## src/rtl/axis_stream_buffer.sv

```systemverilog
// axis_stream_buffer: collects words from a local write port and drains them
// as one AXI4-Stream burst. The drain order is FIFO or LIFO, set by a parameter.
// The burst length is captured when the drain starts. In FIFO mode, words
// written during a drain stay stored for the next burst.
module axis_stream_buffer #(
  parameter int DATA_W = 8,
  parameter int DEPTH  = 16,
  parameter int LIFO   = 0
) (
  input  logic                     clk,
  input  logic                     rst,
  input  logic [DATA_W-1:0]        din,
  input  logic                     wr_en,
  input  logic                     op_en,
  output logic [DATA_W-1:0]        m_tdata,
  output logic                     m_tvalid,
  input  logic                     m_tready,
  output logic                     m_tlast,
  output logic [$clog2(DEPTH):0]   count,
  output logic                     full,
  output logic                     empty,
  output logic                     wr_drop,
  output logic                     done
);

  localparam int AW = $clog2(DEPTH);
  localparam bit IS_LIFO = (LIFO != 0);
  localparam logic [AW:0]   DEPTH_C = (AW+1)'(DEPTH);
  localparam logic [AW:0]   ONE     = (AW+1)'(1);
  localparam logic [AW:0]   TWO     = (AW+1)'(2);
  localparam logic [AW-1:0] A_ONE   = AW'(1);

  typedef enum logic [1:0] {
    ST_IDLE,
    ST_LOAD,
    ST_DRAIN
  } state_t;

  state_t              state_q, state_d;
  logic [AW:0]         count_q, count_d;
  logic [AW:0]         burst_rem_q, burst_rem_d;
  logic [AW-1:0]       wr_ptr_q, wr_ptr_d;
  logic [AW-1:0]       rd_ptr_q, rd_ptr_d;
  logic [DATA_W-1:0]   tdata_q, tdata_d;
  logic                tvalid_q, tvalid_d;
  logic                tlast_q, tlast_d;
  logic                drop_q, drop_d;
  logic                done_q, done_d;
  logic                full_q, full_d;
  logic                empty_q, empty_d;

  logic [DATA_W-1:0]   mem [DEPTH];
  logic                push;
  logic                pop;
  logic                handshake;
  logic [AW-1:0]       wr_idx;
  logic [AW-1:0]       rd_idx;
  logic [DATA_W-1:0]   pop_data;

  // In stack mode the top of the stack is the slot just below count.
  // In queue mode the circular pointers are used.
  assign wr_idx    = IS_LIFO ? count_q[AW-1:0] : wr_ptr_q;
  assign rd_idx    = IS_LIFO ? (count_q[AW-1:0] - A_ONE) : rd_ptr_q;
  assign pop_data  = mem[rd_idx];
  assign handshake = tvalid_q && m_tready;

  // Next-state logic for the drain FSM, the occupancy count and the pointers.
  always_comb begin
    state_d     = state_q;
    burst_rem_d = burst_rem_q;
    tdata_d     = tdata_q;
    tvalid_d    = tvalid_q;
    tlast_d     = tlast_q;
    done_d      = 1'b0;
    pop         = 1'b0;
    count_d     = count_q;
    wr_ptr_d    = wr_ptr_q;
    rd_ptr_d    = rd_ptr_q;

    case (state_q)
      ST_IDLE: begin
        if (op_en && (count_q != '0)) begin
          burst_rem_d = count_q;
          state_d     = ST_LOAD;
        end
      end
      ST_LOAD: begin
        pop      = 1'b1;
        tdata_d  = pop_data;
        tvalid_d = 1'b1;
        tlast_d  = (burst_rem_q == ONE);
        state_d  = ST_DRAIN;
      end
      ST_DRAIN: begin
        if (handshake) begin
          if (burst_rem_q > ONE) begin
            // Reload the output register on the handshake edge so the
            // stream has no gap between beats.
            pop         = 1'b1;
            burst_rem_d = burst_rem_q - ONE;
            tdata_d     = pop_data;
            tlast_d     = (burst_rem_q == TWO);
          end else begin
            tvalid_d = 1'b0;
            tlast_d  = 1'b0;
            done_d   = 1'b1;
            state_d  = ST_IDLE;
          end
        end
      end
      default: state_d = ST_IDLE;
    endcase

    // A write into a full buffer is allowed when a word leaves on the same
    // edge. Stack mode blocks writes while draining so the popped order stays intact.
    push   = wr_en && ((count_q < DEPTH_C) || pop) && !(IS_LIFO && (state_q == ST_DRAIN));
    drop_d = drop_q | (wr_en & ~push);

    case ({push, pop})
      2'b10:   count_d = count_q + ONE;
      2'b01:   count_d = count_q - ONE;
      default: count_d = count_q;
    endcase

    if (!IS_LIFO) begin
      if (push) wr_ptr_d = wr_ptr_q + A_ONE;
      if (pop)  rd_ptr_d = rd_ptr_q + A_ONE;
    end

    full_d  = (count_d == DEPTH_C);
    empty_d = (count_d == '0);
  end

  // Control and output registers, cleared asynchronously.
  always_ff @(posedge clk or posedge rst) begin
    if (rst) begin
      state_q     <= ST_IDLE;
      count_q     <= '0;
      burst_rem_q <= '0;
      wr_ptr_q    <= '0;
      rd_ptr_q    <= '0;
      tdata_q     <= '0;
      tvalid_q    <= 1'b0;
      tlast_q     <= 1'b0;
      drop_q      <= 1'b0;
      done_q      <= 1'b0;
      full_q      <= 1'b0;
      empty_q     <= 1'b1;
    end else begin
      state_q     <= state_d;
      count_q     <= count_d;
      burst_rem_q <= burst_rem_d;
      wr_ptr_q    <= wr_ptr_d;
      rd_ptr_q    <= rd_ptr_d;
      tdata_q     <= tdata_d;
      tvalid_q    <= tvalid_d;
      tlast_q     <= tlast_d;
      drop_q      <= drop_d;
      done_q      <= done_d;
      full_q      <= full_d;
      empty_q     <= empty_d;
    end
  end

  // Storage array. It has no reset because its contents are don't-care
  // until a word is written.
  always_ff @(posedge clk) begin
    if (push) mem[wr_idx] <= din;
  end

  assign m_tdata  = tdata_q;
  assign m_tvalid = tvalid_q;
  assign m_tlast  = tlast_q;
  assign count    = count_q;
  assign full     = full_q;
  assign empty    = empty_q;
  assign wr_drop  = drop_q;
  assign done     = done_q;

endmodule
```

## config.mk

```make
export PLATFORM = sky130hd
export DESIGN_NAME = axis_stream_buffer
export DESIGN_NICKNAME = d
export VERILOG_FILES = /design/src/rtl/axis_stream_buffer.sv
export SDC_FILE = /design/constraint.sdc
export NUM_CORES = 1
export LEC_CHECK = 0
export BUFFER_PORTS_ARGS = -buffer_cell sky130_fd_sc_hd__buf_2
export CORE_MARGIN = 4
export CORE_UTILIZATION = 66
export CTS_CLUSTER_SIZE = 8
export DETAILED_ROUTE_END_ITERATION = 10
export PLACE_DENSITY = 0.9
export SLEW_MARGIN = 5
export SYNTH_ARGS = -nofsm -noshare
export SYNTH_HDL_FRONTEND = slang
export SYNTH_SLANG_ARGS = --single-unit
export TNS_END_PERCENT = 5
```

## constraint.sdc

```tcl
create_clock -name clk -period 5.42 [get_ports clk]
set_clock_uncertainty 0.15 [all_clocks]
set_input_delay 0.542 -clock clk [delete_from_list [all_inputs] [get_ports clk]]
set_output_delay 0.542 -clock clk [all_outputs]
set_load 0.02 [all_outputs]
```

# Yosys cells after proc, flatten, opt, wreduce, memory -nomap -nowiden
# Memory sizes are Yosys's and may differ from the RTL's.
# Index checks and enable logic that the tools add are counted.
# word_totals
regBits	34
ram_bits	128
inputBits	13
out_inout_bits	19
elab_cells	74
memories	1
# op_classes
add_sub_neg	5
n_lt_le_gt_ge	2
n_eq_ne	11
mux	26
n_bitwise	3
reduce_logical	14
# mem_list
name	depth	width	rd	rd_clocked_by_memory_dff	wr	line_no	text
mem	16	8	1	0	1	52	logic [DATA_W-1:0] mem [DEPTH];
# op_table
cell	n
one-hot mux 5 bit (2 select lines)	2
two-way mux 8 bit	2
one-hot mux 8 bit (2 select lines)	1
two-way mux 5 bit	3
two-way mux 1 bit	11
subtractor 5 x 1 -> 5 bit, second input constant	2
AND reduction 3 bit	3
adder 4 x 1 -> 4 bit, second input constant	2
inequality test 2 bit, second input constant	4
two-way mux 2 bit	3
one-hot mux 1 bit (2 select lines)	3
one-hot mux 2 bit (3 select lines)	1
adder 5 x 1 -> 5 bit, second input constant	1
== test 5 x 1 -> 1 bit, second input constant	1
== test 5 x 2 -> 1 bit, second input constant	1
== test 5 bit, second input constant	1
greater-than comparator 5 x 1 -> 1 bit, second input constant	1
zero test 5 bit	1
< comparator 5 bit, second input constant	1
nonzero test 5 bit	1
== test 2 x 1 -> 1 bit, second input constant	2
== test 2 bit, second input constant	2
AND reduction 4 bit	1
nonzero test 2 bit	2
7 further kinds	9

# Depth between registers and ports, before layout
# Gate-level depths: netlist (run 1).
# logic_depth
ltp_word	9
ltp_mapped	16

# Worst setup path after synthesis (run 1)
# No wires, ideal clock.
# synth_timing
path_type	register to register
from	register burst_rem_q[1]
to	register full_q, in the netlist full
arrival_ns	3.279
setup_slack_ns	1.911
path_stages_with_launch	16
n_path_buf	2
period_less_slack_ns	3.509
path_cell_list	dfrtp_1 > inv_1 > ha_1 > o21bai_1 > a211oi_1 > nor2_1 > clkbuf_1 > ha_1 > clkbuf_1 > xor2_1 > ha_1 > a21o_1 > a22oi_1 > o211a_4 > a2111oi_4 > nor3b_2
# synth_via
elab_chain_cells	9
elab_cells_between_ends	10
# synth_rtl
element	line_no	text
start, declared	41	logic [AW:0] burst_rem_q, burst_rem_d;
start signal, assigned	152	burst_rem_q <= burst_rem_d;
greater-than comparator 5 x 1 -> 1 bit *	96	if (burst_rem_q > ONE) begin
two-way mux 1 bit *	96	
two-way mux 1 bit *	95	if (handshake) begin
one-hot mux 1 bit (2 select lines) *	80	case (state_q)
logical OR 1 bit	116	push = wr_en && ((count_q < DEPTH_C) || pop) && !(IS_LIFO && (state_q == ST_DRAIN));
logical AND 1 bit	116	
== test 2 x 1 -> 1 bit / == test 2 bit (equally long branches)	119	case ({push, pop})
one-hot mux 5 bit (2 select lines) *	119	
named net count_d[4]	40	logic [AW:0] count_q, count_d;
== test 5 bit *	130	full_d = (count_d == DEPTH_C);
named net full_d	49	logic full_q, full_d;
end signal, assigned	160	full_q <= full_d;
end, declared	49	
# Mark *: on every way through the listed nets, which the timed path passes. The rest lies on a longest branch.
# A chain may end at the register's enable or synchronous reset.

# Final worst setup path (run 1)
# layout_timing
from	register state_q[0]
to	register full_q, in the netlist full
# layout_via
elab_chain_cells	7
elab_cells_between_ends	9
# layout_rtl
element	line_no	text
start, declared	39	state_t state_q, state_d;
start signal, assigned	150	state_q <= state_d;
== test 2 bit / == test 2 x 1 -> 1 bit (equally long branches)	80	
one-hot mux 1 bit (2 select lines) *	80	
logical OR 1 bit	116	
logical AND 1 bit	116	
== test 2 x 1 -> 1 bit / == test 2 bit (equally long branches)	119	
one-hot mux 5 bit (2 select lines) *	119	
named net count_d[4]	40	
== test 5 bit *	130	
named net full_d	49	
# Marks and branches as above.

==> results of run 1 <==
per-layer routing:
layer  vias up  track usage
met4         0       0.0908
met1      1930        0.345
met5         -            0
met2       212        0.468
li1       1668            -
met3        32       0.0652
sequential cells by signal (all words and copies together) (netlist names):
register     count
mem            128
m_tdata          8
burst_rem_q      5
count            5
rd_idx           4
wr_idx           4
state_q          2
done             1
empty            1
full             1
m_tlast          1
m_tvalid         1
wr_drop          1
power by group through the flow:
stage	clock network, uW	registers [uW]	logic (uW)
finish	1200	1730	1510
global route	1270	1740	1640
CTS	1210	1720	1520
detailed placement	0	1740	1460
global placement	0	1720	1400
floorplan	0	1730	1120
worst max-delay path by stage:
| stage | from | to | slack, ns | depth (start not counted) |
|---|---|---|---|---|
| 2_1_floorplan | burst_rem_q[1] | full | 1.91 | 15 |
| 3_3_place_gp | state_q[0] | full | 1.57 | 13 |
| 3_5_place_dp | state_q[0] | full | 1.33 | 13 |
| 4_1_cts | state_q[0] | full | 1.32 | 13 |
| 5_1_grt | state_q[0] | full | 0.93 | 13 |
| 6_report | state_q[0] | full | 1.25 | 13 |
cells in the final DEF (no fill, tap or decap), types with 6 or more instances in the layout:
cell type,instances
sky130_fd_sc_hd__mux2i_1,10
sky130_fd_sc_hd__xnor2_1,7
sky130_fd_sc_hd__a21oi_1,6
sky130_fd_sc_hd__buf_2,31
sky130_fd_sc_hd__inv_6,7
sky130_fd_sc_hd__clkbuf_16,16
sky130_fd_sc_hd__dfrtp_1,32
sky130_fd_sc_hd__nor2_1,18
sky130_fd_sc_hd__ha_1,14
sky130_fd_sc_hd__mux4_2,32
sky130_fd_sc_hd__nor2b_1,15
sky130_fd_sc_hd__inv_1,14
sky130_fd_sc_hd__edfxtp_1,128
sky130_fd_sc_hd__nand2_1,14
sky130_fd_sc_hd__o21ai_0,8
sky130_fd_sc_hd__nor3_1,13
sky130_fd_sc_hd__a211oi_1,17
sky130_fd_sc_hd__buf_4,17
final cells by class:
class / instances / area share
timing repair buffer: 49 / 0.0376
tap: 133 / 0.0213
clock buffer: 17 / 0.0531
inverter: 14 / 0.00674
multi-input combinational: 209 / 0.257
clock inverter: 15 / 0.0217
sequential: 162 / 0.602
through the flow:
stage                     worst slack, ns   util  cells  hold WS [ns]  instance area [um^2]
after floorplan                      1.91      -    407         0.314                  6880
after global placement               1.57  0.724    566         0.310                  7200
after detailed placement             1.33  0.724    566         0.314                  7200
after CTS                            1.32  0.783    599         0.125                  7800
after global routing                0.931  0.783    599         0.133                  7800
final                                1.25  0.783    599         0.147                  7800
cells by family (layout without fill, tap and decap cells):
group / after synthesis / count (layout) / synth area share
AO/OA/AOI/OAI: 55 / 55 / 0.0617
XOR/XNOR: 10 / 10 / 0.0127
adder cells (fa/ha/maj): 14 / 14 / 0.0255
buffers and inverters: 36 / 95 / 0.0255
flip-flops: 162 / 162 / 0.683
multiplexers: 46 / 46 / 0.126
AND/OR/NAND/NOR: 84 / 84 / 0.0657
==> impl_results.md, run 1 <==
* Clk pwr share at 0.270
* Sequential share of power at 0.389
* Total negative slack for setup checks at 0 ns
* Synthesis-to-layout area growth at 13.4%
* Routability congestion estimate at about 0.84
* R2r worst-path depth at 13
* Ys async rst share at 0.210
* Number of slew-limit violations in the final report at 0
* Filler Cell Count at about 500
* Top cells by area in the synthesized netlist: sky130_fd_sc_hd__edfxtp_1, sky130_fd_sc_hd__dfrtp_1, sky130_fd_sc_hd__mux4_2
* HPWL after DPL at 8.63 mm
* Sinks on Clock Net at between 150 and 200
* WS Path Type: reg -> reg
* Fmax achieved at 0.240 GHz
* Top cell type's share of synthesized area at 0.559
* Global-route usage over all layers at 0.273
* Uppermost layer routed: met4
* Maximum fanout encountered on the critical timing path at 19
* Net count after synthesis at approximately 430
* Post-CTS sizing at 0
* Commonest cells in the synthesized netlist: sky130_fd_sc_hd__edfxtp_1, sky130_fd_sc_hd__dfrtp_1, sky130_fd_sc_hd__mux4_2
* Final Cycle Share at 0.770
* Mapped Avg Cell Area at ~17 um^2
* Initial antenna violation count at 0
* Synth area leader: sky130_fd_sc_hd__edfxtp_1
* Reg-to-reg endpoint: full
* Slack of the worst reg-to-reg path at 1.25 ns
* Routed length on met1 at between 5 and 6 mm
* Cell row count at 36
* Diode count at 0
* Initial core utilization at 0.691
* Number of flops mapped to enable cells by yosys at approximately 130
* Number of buffers inserted by post-CTS setup repair at 0
* Met3 routed wirelength at 1.31 mm
* Register area share after synthesis at 0.683
* Mean routed wirelength per cell at approximately 25 um
* Total via count in the routed design at 3842
* Run status: completed
* Worst Hold Path EP: wr_drop
* Worst Max-Slew Pin Slew at 1.06 ns
* Number of buffers between clock root and the deepest sink at 2
* DRC at 0
* Most instantiated flip-flop cell in the synthesis netlist: sky130_fd_sc_hd__edfxtp_1
* Floorplan Core Area at 9950 um^2
* Worst hold stages at 2
* Crit path max-delay cell type: sky130_fd_sc_hd__nor2_1
* Critical path cell sequence: inv_1 -> ha_1 -> nand3_1 -> a211oi_1 -> nor2_1 -> ha_1 -> xor2_1 -> ha_1 -> a21o_1 -> a22oi_1 -> nor3_1 -> a2111oi_4 -> nor3b_2
* Die Height at around 110 um
* Met2 wire len at around 8.0 mm
* PnR Total Power at 4440 uW
* Initial DRC Count at 374
* Number of synthesized register bits at ~160
* Count of boundary I/O pins at 32
* Number of iterations in the first detailed-routing pass at 5
* Drt via density at 6.41
* Count of unique library cells instantiated by Yosys at between 50 and 60
* Top Family by Delay on Critical Path: simple AND/OR/NAND/NOR gates
* Detailed-route wire length at ~15 mm
* IO Port Bufs at 31
* Min-delay src: wr_en
* Total net switching power at ~1600 uW
* Cell at the root of the clock tree: sky130_fd_sc_hd__clkbuf_8
* Clock-pin slew on the worst setup and hold paths at 0.07 ns
* Unrepaired setup endpoints after global routing: false
* Worst-case headroom to the max-slew limit at 0.291
* First-pass GRT wire length at roughly 23 mm
* Number of standard cells after synthesis at roughly 400
* Worst Hold Class: in -> reg
* Buf/Inv on CP at 1
* Vias in the first global route at approximately 4000
* Static Leak at approximately 0.0028 uW
* Multi-input gate area at 2000 um^2
* Final critical delay including setup and external delays at ~4.2 ns
* Worst skew pair latency at 0.53 ns
* Setup crit end kind: flip-flop
* Final hold violation count at 0
* Width of the die at 110 um
* Slowest Stage Delay on Critical Path at about 0.83 ns
* Switch share at 0.352
* Fraction of power consumed by combinational cells at 0.341
* H-tree depth at 4
* Beginning of the worst register-to-register path: state_q[0]
* Most instantiated library cell after synthesis: sky130_fd_sc_hd__edfxtp_1
* Number of nets in the layout at 480
* VDD IR-drop max at roughly 0.00034 V
* Critical Path Most Common Cell: sky130_fd_sc_hd__ha_1
* Fraction of layout cells with a size suffix above 1 at 0.273
* Critical path data required time at around 5.7 ns
* Synthesis warning total at 0
* Residual antenna-violating net count after detailed routing at 0
* Power Dens Cells at approximately 570 nW/um^2
* Post-cts hold buffer count at 1
* Critical Path Source Type: flip-flop
* Floorplan die area at between 10000 and 15000 um^2
* Total of max-cap violations at 0
* Worst EP arrival at between 4 and 5 ns
* Congestion Overflow GR at 0
* Mapped Area at about 7000 um^2
* Internal power contribution at 2870 uW
* Sequential standard cell area at roughly 4700 um^2
* Total clock buffers created by CTS at 17
* CTS tree: built
* Final count of negative-setup-slack endpoints at 0
* Largest net degree at the start of global routing at 36
Power figures use the tool's default switching activity.
==> inputs of run 2 (changes only) <==
CORE_UTILIZATION = 61   (was 66)
PLACE_DENSITY = 0.84   (was 0.9)
clock period = 4.3 ns   (was 5.42 ns; I/O delays follow)
==> impl_results.md, run 2 (synthesized netlist as in run 1, its figures left out) <==
* Final hold violation count at 0
* Cell count after placement at 574
* Count of boundary I/O pins at 32
* Flip-flop count of the largest register, all copies and words added at between 100 and 150
* Final count of negative-setup-slack endpoints at 0
* Unrepaired setup endpoints after global routing: false
* Final non-filler cell total at roughly 610
* Power Dens Cells at between 600 and 700 nW/um^2
* IO Port Bufs at 31
* Final critical delay including setup and external delays at about 3.8 ns
* Maximum fanout encountered on the critical timing path at 9
* Initial antenna violation count at 0
* Worst-case headroom to the max-slew limit at 0.316
* First-pass GRT wire length at about 21 mm
* Number of nets in the layout at around 480
* Number of iterations in the first detailed-routing pass at 7
* Most common library cell in the layout ignoring fill and taps: sky130_fd_sc_hd__edfxtp_1
* Cell at the root of the clock tree: sky130_fd_sc_hd__clkbuf_16
* Residual antenna-violating net count after detailed routing at 0
* HPWL after DPL at just over 8 mm
* Largest net degree at the start of global routing at 35
* Worst skew pair latency at between 0.4 and 0.5 ns
* Cell row count at 38
* Slowest Stage Delay on Critical Path at 0.47 ns
* Diode count at 0
* Fmax achieved at about 0.26 GHz
* Worst Max-Slew Pin Slew at around 1.0 ns
* Worst EP arrival at between 4 and 5 ns
* Timing startpoint of the critical path: burst_rem_q[1]
* Design area at 7820 um^2
* Initial DRC Count at between 400 and 500
* WS Path Type: reg -> reg
* Final Cycle Share at 0.886
* Total via count in the routed design at 3633
* Number of slew-limit violations in the final report at 0
* Setup crit end kind: flip-flop
* Vias in the first global route at roughly 3900
* Run status: completed
* Total clock buffers created by CTS at 17
* Clock-pin slew on the worst setup and hold paths at roughly 0.060 ns
* Critical path cell sequence: inv_1 -> ha_1 -> o21bai_1 -> a21oi_2 -> o21ai_0 -> inv_1 -> ha_1 -> xor2_1 -> ha_1 -> a21o_1 -> a22oi_1 -> nor3_1 -> a2111oi_4 -> nor3b_2
* Global-route usage over all layers at 0.224
* Die Height at about 110 um
* Total of max-cap violations at 0
* Critical path data required time at roughly 4.5 ns
* Fraction of layout cells with a size suffix above 1 at 0.278
* CTS tree: built
* H-tree depth at 4
* Number of buffers inserted by post-CTS setup repair at 0
* DRC at 0
* Initial core utilization at 0.629
* Number of buffers between clock root and the deepest sink at 2
* Synthesis-to-layout area growth at 13.7%
* Floorplan Core Area at between 10000 and 15000 um^2
* Leading cell types in the layout, fill and taps excluded: sky130_fd_sc_hd__edfxtp_1, sky130_fd_sc_hd__mux4_2, sky130_fd_sc_hd__dfrtp_1
* Critical Path Source Type: flip-flop
* Detailed-route wire length at roughly 13 mm
* Floorplan die area at approximately 13000 um^2
* Worst Hold Class: in -> reg
* Width of the die at about 110 um
* Area after DPL at 7230 um^2
* Buf/Inv on CP at 2
* Sinks on Clock Net at ~160
* Mean routed wirelength per cell at 21.4 um
* Total negative slack for setup checks at 0 ns
* Crit path max-delay cell type: sky130_fd_sc_hd__o21ai_0
* Routability congestion estimate at slightly above 0.8
* Critical Path Most Common Cell: sky130_fd_sc_hd__ha_1
* Static Leak at ~0.0028 uW
* Congestion Overflow GR at 0
* Top Family by Delay on Critical Path: compound AO/OA/AOI/OAI gates
* Min-delay src: wr_en
* Drt via density at between 5 and 6
* Beginning of the worst register-to-register path: burst_rem_q[1]
* Register with the most flip-flops: mem
* VDD IR-drop max at 0.000426 V
[run 2: cell type report]
type                       instances  area [um^2]
tap                              140          175
clock buffer                      18          429
clock inverter                    14          153
multi-input combinational        209         2010
timing repair buffer              50          300
inverter                          14         52.6
sequential                       162         4700
fill                             668         3120
[run 2: worst paths after layout]
check / depth (start not counted) / to / slack [ns]
setup / recovery: 14 / full / 0.49
hold / removal: 2 / wr_drop / 0.13
setup reg to reg: 14 / full / 0.49
hold reg to reg: 1 / wr_drop / 0.35
max in group asynchronous: 4 / rd_idx[0] / 3.13
min in group asynchronous: 4 / count[0] / 0.50
[run 2: power by group]
| group | internal (uW) | switching, uW |
|---|---|---|
| Sequential | 1960 | 347 |
| Clock | 861 | 612 |
| Combinational | 824 | 869 |
[run 2: metal layers]
layer / vias to the layer above / routed length, um / global-route usage
met5: - / 0 / 0
met4: 0 / 178 / 0.0784
met3: 16 / 782 / 0.0608
met2: 88 / 6790 / 0.369
met1: 1856 / 5260 / 0.292
li1: 1673 / - / -
[run 2: stage by stage]
step	hold WS, ns	setup slack [ns]	power (uW)	utilization
floorplan	0.314	0.791	3600	-
global placement	0.318	0.501	3950	0.661
detailed placement	0.339	0.310	4020	0.661
CTS	0.114	0.279	5510	0.715
global route	0.115	0.130	5790	0.715
finish	0.126	0.492	5470	0.715
[run 2: timing repair]
action                                  4_1_cts  5_1_grt
endpoints found under the setup margin        0        2
hold endpoints to repair                     33        0
hold buffers                                  1        0
resized for setup                             0        1
==> inputs of run 3 (changes only) <==
--- a/config.mk
+++ b/config.mk
@@ -8,8 +8,8 @@
 export BUFFER_PORTS_ARGS = -buffer_cell sky130_fd_sc_hd__buf_2
 export CORE_MARGIN = 4
-export CORE_UTILIZATION = 61
+export CORE_UTILIZATION = 45
 export CTS_CLUSTER_SIZE = 8
 export DETAILED_ROUTE_END_ITERATION = 10
-export PLACE_DENSITY = 0.84
+export PLACE_DENSITY = 0.66
 export SLEW_MARGIN = 5
 export SYNTH_ARGS = -nofsm -noshare
==> constraint.sdc (replaced) <==
create_clock -name clk -period 4.3 [get_ports clk]
set_clock_uncertainty 0.15 [all_clocks]
set_input_delay 0.645 -clock clk [delete_from_list [all_inputs] [get_ports clk]]
set_output_delay 0.645 -clock clk [all_outputs]
set_load 0.02 [all_outputs]
==> impl_results.md, run 3 (synthesized netlist as in run 1, its figures left out) <==
* Critical path data required time at 4.48 ns
* Setup crit end kind: flip-flop
* Worst-case headroom to the max-slew limit at 0.371
* Cell row count at 44
* Final critical delay including setup and external delays at 3.89 ns
* Number of buffers inserted by post-CTS setup repair at 0
* Residual antenna-violating net count after detailed routing at 0
* Cell at the root of the clock tree: sky130_fd_sc_hd__clkbuf_16
* Total negative slack for setup checks at 0 ns
* Diode count at 0
* H-tree depth at 4
* VDD IR-drop max at roughly 0.00032 V
* Worst skew pair latency at a little over 0.4 ns
* Count of boundary I/O pins at 32
* Floorplan die area at approximately 17000 um^2
* Beginning of the worst register-to-register path: burst_rem_q[1]
* WS Path Type: reg -> reg
* Initial DRC Count at 248
* Congestion Overflow GR at 0
* Flip-flop count of the largest register, all copies and words added at 128
* Die Height at around 130 um
* Critical Path Source Type: flip-flop
* Utilization after layout at 0.532
* Width of the die at 132 um
* First-pass GRT wire length at 21.2 mm
* Run status: completed
* Number of slew-limit violations in the final report at 0
* Power Dens Cells at 694 nW/um^2
* IO Port Bufs at 31
* DRC at 0
* Maximum fanout encountered on the critical timing path at 9
* Final Cycle Share at 0.904
* Initial core utilization at 0.466
* Initial antenna violation count at 0
* Most common library cell in the layout ignoring fill and taps: sky130_fd_sc_hd__edfxtp_1
* Drt via density at 5.56
* Largest net degree at the start of global routing at 33
* Clock-pin slew on the worst setup and hold paths at around 0.060 ns
* Total of max-cap violations at 0
* Filler Cell Count at around 1200
* Register with the most flip-flops: mem
* Worst Max-Slew Pin Slew at 0.944 ns
* Synthesis-to-layout area growth at 14.2%
* Total clock buffers created by CTS at 17
* Number of nets in the layout at just under 500
* Mean routed wirelength per cell at 20.2 um
* Timing startpoint of the critical path: burst_rem_q[1]
* Global-route usage over all layers at 0.160
* Unrepaired setup endpoints after global routing: false
* Floorplan Core Area at between 10000 and 15000 um^2
* Static Leak at 0.00277 uW
* Leading cell types in the layout, fill and taps excluded: sky130_fd_sc_hd__edfxtp_1, sky130_fd_sc_hd__mux4_2, sky130_fd_sc_hd__dfrtp_1
* Vias in the first global route at roughly 3700
* Worst EP arrival at roughly 4.1 ns
* Area after DPL at between 7000 and 8000 um^2
* CTS tree: built
* Design area at ~7900 um^2
* Number of iterations in the first detailed-routing pass at 4
* Slack of the worst reg-to-reg path at 0.41 ns
* Sinks on Clock Net at between 150 and 200
* HPWL after DPL at approximately 8.7 mm
* Number of buffers between clock root and the deepest sink at 2
* Final count of negative-setup-slack endpoints at 0
* Fraction of layout cells with a size suffix above 1 at 0.276
* Worst Hold Class: in -> async
* Total via count in the routed design at 3621
* Detailed-route wire length at around 13 mm
* Final hold violation count at 0
* Routability congestion estimate at ~0.75
* Fmax achieved at 0.257 GHz
==> run 3: changes by cell type in the layout (fill, tap and decap cells not counted), sizes merged <==
cell	delta
buf	+1
inv	+3
clkbuf	-1
bufinv	-1
clkinvlp	+1
clkinv	-2
dlygate4sd3	-1
==> run 3: critical path, cell delays in order (launching register included) <==
cell and delay (ns):
sky130_fd_sc_hd__dfrtp_1 0.41, sky130_fd_sc_hd__inv_1 0.12, sky130_fd_sc_hd__ha_1 0.17, sky130_fd_sc_hd__o21bai_1 0.20, sky130_fd_sc_hd__a21oi_2 0.14, sky130_fd_sc_hd__o21ai_0 0.47
sky130_fd_sc_hd__inv_1 0.22, sky130_fd_sc_hd__ha_1 0.34, sky130_fd_sc_hd__xor2_1 0.21, sky130_fd_sc_hd__ha_1 0.25, sky130_fd_sc_hd__a21o_1 0.19, sky130_fd_sc_hd__a22oi_1 0.26
sky130_fd_sc_hd__nor3_1 0.13, sky130_fd_sc_hd__a2111oi_4 0.32, sky130_fd_sc_hd__nor3b_2 0.23
==> run 3: metal layers <==
layer / global-route usage / share of wire / vias to the layer above
met5: 0 / 0 / -
met4: 0.0385 / 0.0047 / 0
met3: 0.0390 / 0.054 / 4
met2: 0.262 / 0.51 / 79
met1: 0.220 / 0.43 / 1859
li1: - / - / 1679
==> run 3: layout make-up <==
type                    count  area (um^2)  share of cell area
clock buffers              17          425              0.0542
clock inverters            15          145              0.0185
inverters                  14         52.6             0.00669
multi-input cells         209         2010               0.255
flip-flops and latches    162         4700               0.598
well taps                 184          230              0.0293
repair buffers             50          298              0.0379
==> run 3: final timing paths <==
kind	endpoint	cells after the start
setup / recovery	full	14
hold / removal	burst_rem_q[0]	2
setup reg to reg	full	14
hold reg to reg	wr_drop	1
max in group asynchronous	empty	3
min in group clk	wr_drop	1
==> run 3: where the power goes <==
| part | switching, uW | internal (uW) | total (uW) | leakage, uW |
|---|---|---|---|---|
| combinational | 995 | 826 | 1820 | 0.000947 |
| sequential | 234 | 1960 | 2190 | 0.00155 |
| clock | 626 | 811 | 1440 | 0.000268 |
==> run 3: through the flow <==
| stage | setup slack (ns) | power [uW] | hold slack [ns] | instances |
|---|---|---|---|---|
| 2_1_floorplan | 0.791 | 3600 | 0.314 | 407 |
| 3_3_place_gp | 0.511 | 4000 | 0.298 | 619 |
| 3_5_place_dp | 0.234 | 4070 | 0.306 | 619 |
| 4_1_cts | 0.190 | 5520 | 0.193 | 651 |
| 5_1_grt | 0.0344 | 5770 | 0.246 | 651 |
| 6_report | 0.412 | 5450 | 0.173 | 651 |
==> run 3: timing repair <==
| item | CTS | global route |
|---|---|---|
| setup endpoints to repair | 0 | 1 |
| resized for setup | 0 | 1 |
| hold buffers | 0 | 0 |
